File: config.mk
export PLATFORM = sky130hd
export DESIGN_NAME = switch_out_port
export DESIGN_NICKNAME = d
export VERILOG_FILES = /design/src/rtl/switch_out_port.sv
export SDC_FILE = /design/constraint.sdc
export NUM_CORES = 1
export LEC_CHECK = 0
export CORE_MARGIN = 2
export CORE_UTILIZATION = 55
export DETAILED_ROUTE_END_ITERATION = 6
export PLACE_DENSITY = 0.71
export RECOVER_POWER = 100
export SLEW_MARGIN = 10
export SYNTH_ARGS = -nofsm -noshare
export SYNTH_HDL_FRONTEND = slang
export SYNTH_SLANG_ARGS = --single-unit
File: constraint.sdc
create_clock -name clock -period 3.75 [get_ports clock]
set_clock_uncertainty 0.2 [all_clocks]
set_input_delay 0.75 -clock clock [delete_from_list [all_inputs] [get_ports clock]]
set_output_delay 0.75 -clock clock [all_outputs]
set_load 0.03 [all_outputs]
File: src/rtl/switch_out_port.sv
// switch_out_port: per-output-port packet FIFO that advertises ready only when
// a complete packet is stored and serialises one packet per read request.
//
// Ports:
//   clock, reset_n           clock, asynchronous active-low reset
//   in_data/in_valid/in_eop  fabric byte stream, eop marks last byte of a packet
//   in_ready                 buffer accepts a byte this cycle
//   port                     egress byte, 8'h00 when not sending
//   read                     consumer request for one packet
//   ready                    a complete packet is buffered and the block is idle
//   pkt_count                number of complete packets buffered
//   drop_count               dropped packets (only with SW_OUT_PORT_DROP_EN)
//
// Build option SW_OUT_PORT_DROP_EN: in_ready is tied high and a packet that
// overflows the buffer is discarded through its eop instead of backpressured.
module switch_out_port #(
    parameter int DEPTH = 64,
    parameter int AW    = $clog2(DEPTH)
) (
    input  logic          clock,
    input  logic          reset_n,
    input  logic [7:0]    in_data,
    input  logic          in_valid,
    input  logic          in_eop,
    output logic          in_ready,
    output logic [7:0]    port,
    input  logic          read,
    output logic          ready,
`ifdef SW_OUT_PORT_DROP_EN
    output logic [15:0]   drop_count,
`endif
    output logic [AW:0]   pkt_count
);
    typedef enum logic {IDLE, SEND} state_t;
    localparam logic [AW:0] FULL = (AW+1)'(DEPTH);
    state_t        state, state_next;
    logic [8:0]    mem [DEPTH];
    logic [AW-1:0] wr_ptr, wr_ptr_next, rd_ptr;
    logic [AW:0]   level, level_next, pkt_next;
    logic [7:0]    port_next;
    logic          last, full, wr_en, commit, start, rd_en, done, ready_next;

    assign full   = level == FULL;
    assign commit = wr_en && in_eop;
    assign start  = state == IDLE && read && ready;
    assign done   = state == SEND && last;
    // in SEND a byte is loaded every edge until the eop byte has been loaded
    assign rd_en  = start || (state == SEND && !last);

`ifdef SW_OUT_PORT_DROP_EN
    logic          dropping, discard, rewind;
    logic [AW-1:0] sop_ptr;
    logic [AW:0]   pend;

    assign in_ready    = reset_n;
    // once a packet overflows, the rest of it is discarded even if space frees up
    assign discard     = in_valid && (dropping || full);
    assign rewind      = discard && in_eop;
    assign wr_en       = in_valid && !discard;
    assign wr_ptr_next = rewind ? sop_ptr : wr_ptr + AW'(wr_en);
    assign level_next  = level + (AW+1)'(wr_en) - (AW+1)'(rd_en) - (rewind ? pend : '0);

    always_ff @(posedge clock or negedge reset_n) begin
        if (!reset_n) begin
            dropping   <= 1'b0;
            sop_ptr    <= '0;
            pend       <= '0;
            drop_count <= '0;
        end else begin
            dropping <= (dropping || discard) && !rewind;
            pend     <= (commit || rewind) ? '0 : pend + (AW+1)'(wr_en);
            if (commit)
                sop_ptr <= wr_ptr + 1'b1;
            if (rewind && drop_count != 16'hFFFF)
                drop_count <= drop_count + 16'd1;
        end
    end
`else
    assign in_ready    = reset_n && !full;
    assign wr_en       = in_valid && !full;
    assign wr_ptr_next = wr_ptr + AW'(wr_en);
    assign level_next  = level + (AW+1)'(wr_en) - (AW+1)'(rd_en);
`endif

    always_comb begin
        state_next = state;
        if (start)
            state_next = SEND;
        else if (done)
            state_next = IDLE;
        pkt_next   = pkt_count + (AW+1)'(commit) - (AW+1)'(done);
        // ready is registered from next-state values so it rises the edge a packet completes
        ready_next = state_next == IDLE && pkt_next != '0;
        port_next  = rd_en ? mem[rd_ptr][7:0] : 8'h00;
    end

    always_ff @(posedge clock or negedge reset_n) begin
        if (!reset_n) begin
            state     <= IDLE;
            wr_ptr    <= '0;
            rd_ptr    <= '0;
            level     <= '0;
            pkt_count <= '0;
            port      <= 8'h00;
            ready     <= 1'b0;
            last      <= 1'b0;
        end else begin
            state     <= state_next;
            wr_ptr    <= wr_ptr_next;
            rd_ptr    <= rd_ptr + AW'(rd_en);
            level     <= level_next;
            pkt_count <= pkt_next;
            port      <= port_next;
            ready     <= ready_next;
            last      <= rd_en && mem[rd_ptr][8];
        end
    end

    always_ff @(posedge clock) begin
        if (wr_en)
            mem[wr_ptr] <= {in_eop, in_data};
    end
endmodule

==> flow_summary.ini <==
[logic_synthesis]
synth-seq-cells = 613
synth_nets = 1241
syn-cell-area_um2 = 23980
yosysUniqueCellTypes = 46
synthTopCellsByArea = edfxtp_1 72%, mux4_2 10%, dfrtp_1 3.9%
synth_cells = 1206
ys_seq_area_share_pct = 75.98
ys.warnings.count = 0
synth_top_area_share_pct = 72.12
synthArstFlopShare_pct = 6.036
syn_avg_cell_area_um2 = 19.89
ys.flop_type = edfxtp_1
synth_edf_count = 576
synth_top_area_cell = edfxtp_1

[power]
power.density_nw_per_um2 = 751.8
power.share.switching_pct = 31.46
seq_power_share_pct = 41.6
finalPower_mw = 20.32
irDropWorstVdd_mv = 0.4282
p_clk_share_pct = 28.7
pwr-share-comb_pct = 29.7
switching_power_mw = 6.394
power_leakage_nw = 8.822
internal_power_mw = 13.93

[floorplanning]
die_h_um = 212.8
chipWidth_um = 212.8
ios = 30
fp.coreArea_um2 = 43080
dieArea_um2 = 45290
row_count = 76
start_util_pct = 55.68

[global_route]
antenna_found_initial = 1
grt_usage_pct = 23.92
grt_pass1_vias = 11994
grt_pass1_wl_mm = 77.05
grt_start_max_net_pins = 65
grt_overflow = 0

[finish]
antenna-diode-count = 0
layout.cells.non_filler = 1973
nets = 1378
mostFrequentLayoutCells = 576 x edfxtp_1, 112 x clkbuf_1, 108 x mux4_2
final_common_cell = edfxtp_1
layout-drive-gt1-share_pct = 16.35
area_delta_synth_final_pct = 12.70

[place]
portBuffers = 29
dp.cells = 1868
dp_hpwl_mm = 32.66
post-place-ws_ns = -0.1360
gp_congestion = 0.8332

[route]
avgRoutedWirePerCell_um = 26.51
antenna_left = 0
vias_per_cell = 6.082
vias = 11999
drc = 0
routed_wl_mm = 52.31
drt_pass1_iterations = 5
drtIter0Drc = 1544

[worst_setup_path]
required_ns = 4.02
path_class = flip-flop to flip-flop
reg2reg_slack_ns = 0.21
end_kind = flip-flop
cp_max_fo = 18
start_kind = flip-flop
cp.arrival_ns = 3.80

[cts]
clk_path_buf_depth = 3
cts.sink_count = 613
clock_latency_ns = 0.61
clk_pin_slew_ns = 0.06
cts-root-buf = clkbuf_16
htreeDepth = 2
cts_tree = done
cts_setup_buffers = 0
numCtsBuffers = 58

[timing]
report.final.slew_viol_count = 494
maxSlewHeadroom_pct = -99.24
min_period_ns = 3.535
hold_viol = 0
period_share_pct = 94.27
fin_setup_tns_ns = 0
timing.fmax_mhz = 282.9
setup_viol = 0
rsz0062_at_grt = false
fin_ws_ns = 0.2149
tightest_slew_ns = 2.989

[run_status]
status = complete, but fails checks
violations = capacitance limit, slew limit

[hold_path]
hp-class = flip-flop to flip-flop

[run]
drv_cap = 12
-- flip-flops by register name, summed over array words and instances (netlist names) --
name       cells
rd_ptr         6
wr_ptr         6
pkt_count      7
level          7
ready          1
state          1
last           1
port           8
mem          576
-- worst max-delay path, stage by stage, from the launching register on --
cell and delay, ns:
dfrtp_1 1.13, buf_4 0.41, mux4_2 0.55, a211oi_1 0.51, a21oi_1 0.24, a32o_1 0.33
-- synthesized netlist by cell type, drive strengths merged, types with 2 or more instances --
| library cell | count |
|---|---|
| or3b | 2 |
| a211oi | 28 |
| ha | 20 |
| a22oi | 26 |
| mux4 | 108 |
| fa | 2 |
| a21oi | 24 |
| nand2 | 25 |
| buf | 38 |
| o221ai | 18 |
| nand3 | 6 |
| nor4 | 2 |
| a32o | 8 |
| a21o | 2 |
| dfrtp | 37 |
| nor2 | 74 |
| edfxtp | 576 |
| o21ai | 5 |
| and2 | 5 |
| mux2i | 74 |
| nand3b | 6 |
| xor2 | 7 |
| inv | 25 |
| nand2b | 4 |
| xnor2 | 11 |
| nor2b | 6 |
| a22o | 11 |
| o22ai | 18 |
| clkbuf | 28 |
-- final timing paths --
kind	from	end	depth (start not counted)
min in group asynchronous	reset_n	level[4]$_DFF_PN0_	2
worst max register to register	rd_ptr[0]$_DFF_PN0_	port[5]$_DFF_PN0_	5
worst min-delay path	last$_DFF_PN0_	state$_DFF_PN0_	1
worst min register to register	last$_DFF_PN0_	state$_DFF_PN0_	1
worst max-delay path	rd_ptr[0]$_DFF_PN0_	port[5]$_DFF_PN0_	5
max in group asynchronous	reset_n	rd_ptr[1]$_DFF_PN0_	2
-- power groups by stage --
stage / logic, mW / clock network, mW / registers [mW]
3_5_place_dp: 6.05 / 0 / 8.58
2_1_floorplan: 4.25 / 0 / 8.35
4_1_cts: 6.09 / 5.92 / 8.44
3_3_place_gp: 5.99 / 0 / 8.56
5_1_grt: 6.42 / 6.18 / 8.50
6_report: 6.04 / 5.84 / 8.45
-- cells by family after synthesis --
kind of cell / after synthesis / synth area share, %
compound gates: 145 / 4.398
xor+xnor: 18 / 0.6573
fa+ha+maj: 22 / 1.210
simple gates: 135 / 2.525
flops: 613 / 75.98
buf+inv: 91 / 1.998
mux: 182 / 13.23
-- metrics by stage --
step | area, um^2 | util, % | hold WS, ns
floorplan | 23980 | - | 0.2405
global placement | 25470 | 59.14 | 0.2758
detailed placement | 25470 | 59.14 | 0.2817
CTS | 27360 | 63.51 | 0.01569
global route | 27030 | 62.75 | 0.3148
finish | 27030 | 62.75 | 0.2817
-- final cells by class --
type                    count  area, um^2
flip-flops and latches    613       18230
fillers                  2981       16050
multi-input cells         502        5284
clock buffers              78        1548
repair buffers            143       809.5
well taps                 585       732.0
clock inverters            27       335.3
inverters                  25       93.84
-- timing repair --
action	in CTS	in global routing
endpoints found under the setup margin	0	1
hold buffers	0	0
endpoints found under the hold margin	0	0
gates resized for setup	0	1
-- layer usage --
metal	part of all wire [%]	track usage, %	vias to the layer above	wire length, um
met5	0	0	-	0
met2	47	36.77	526	24450
met3	8.0	4.059	90	4201
met1	42	35.32	6205	22110
li1	-	-	5178	-
met4	2.9	8.126	0	1543
No activity file was read; power rests on OpenSTA's default activity.
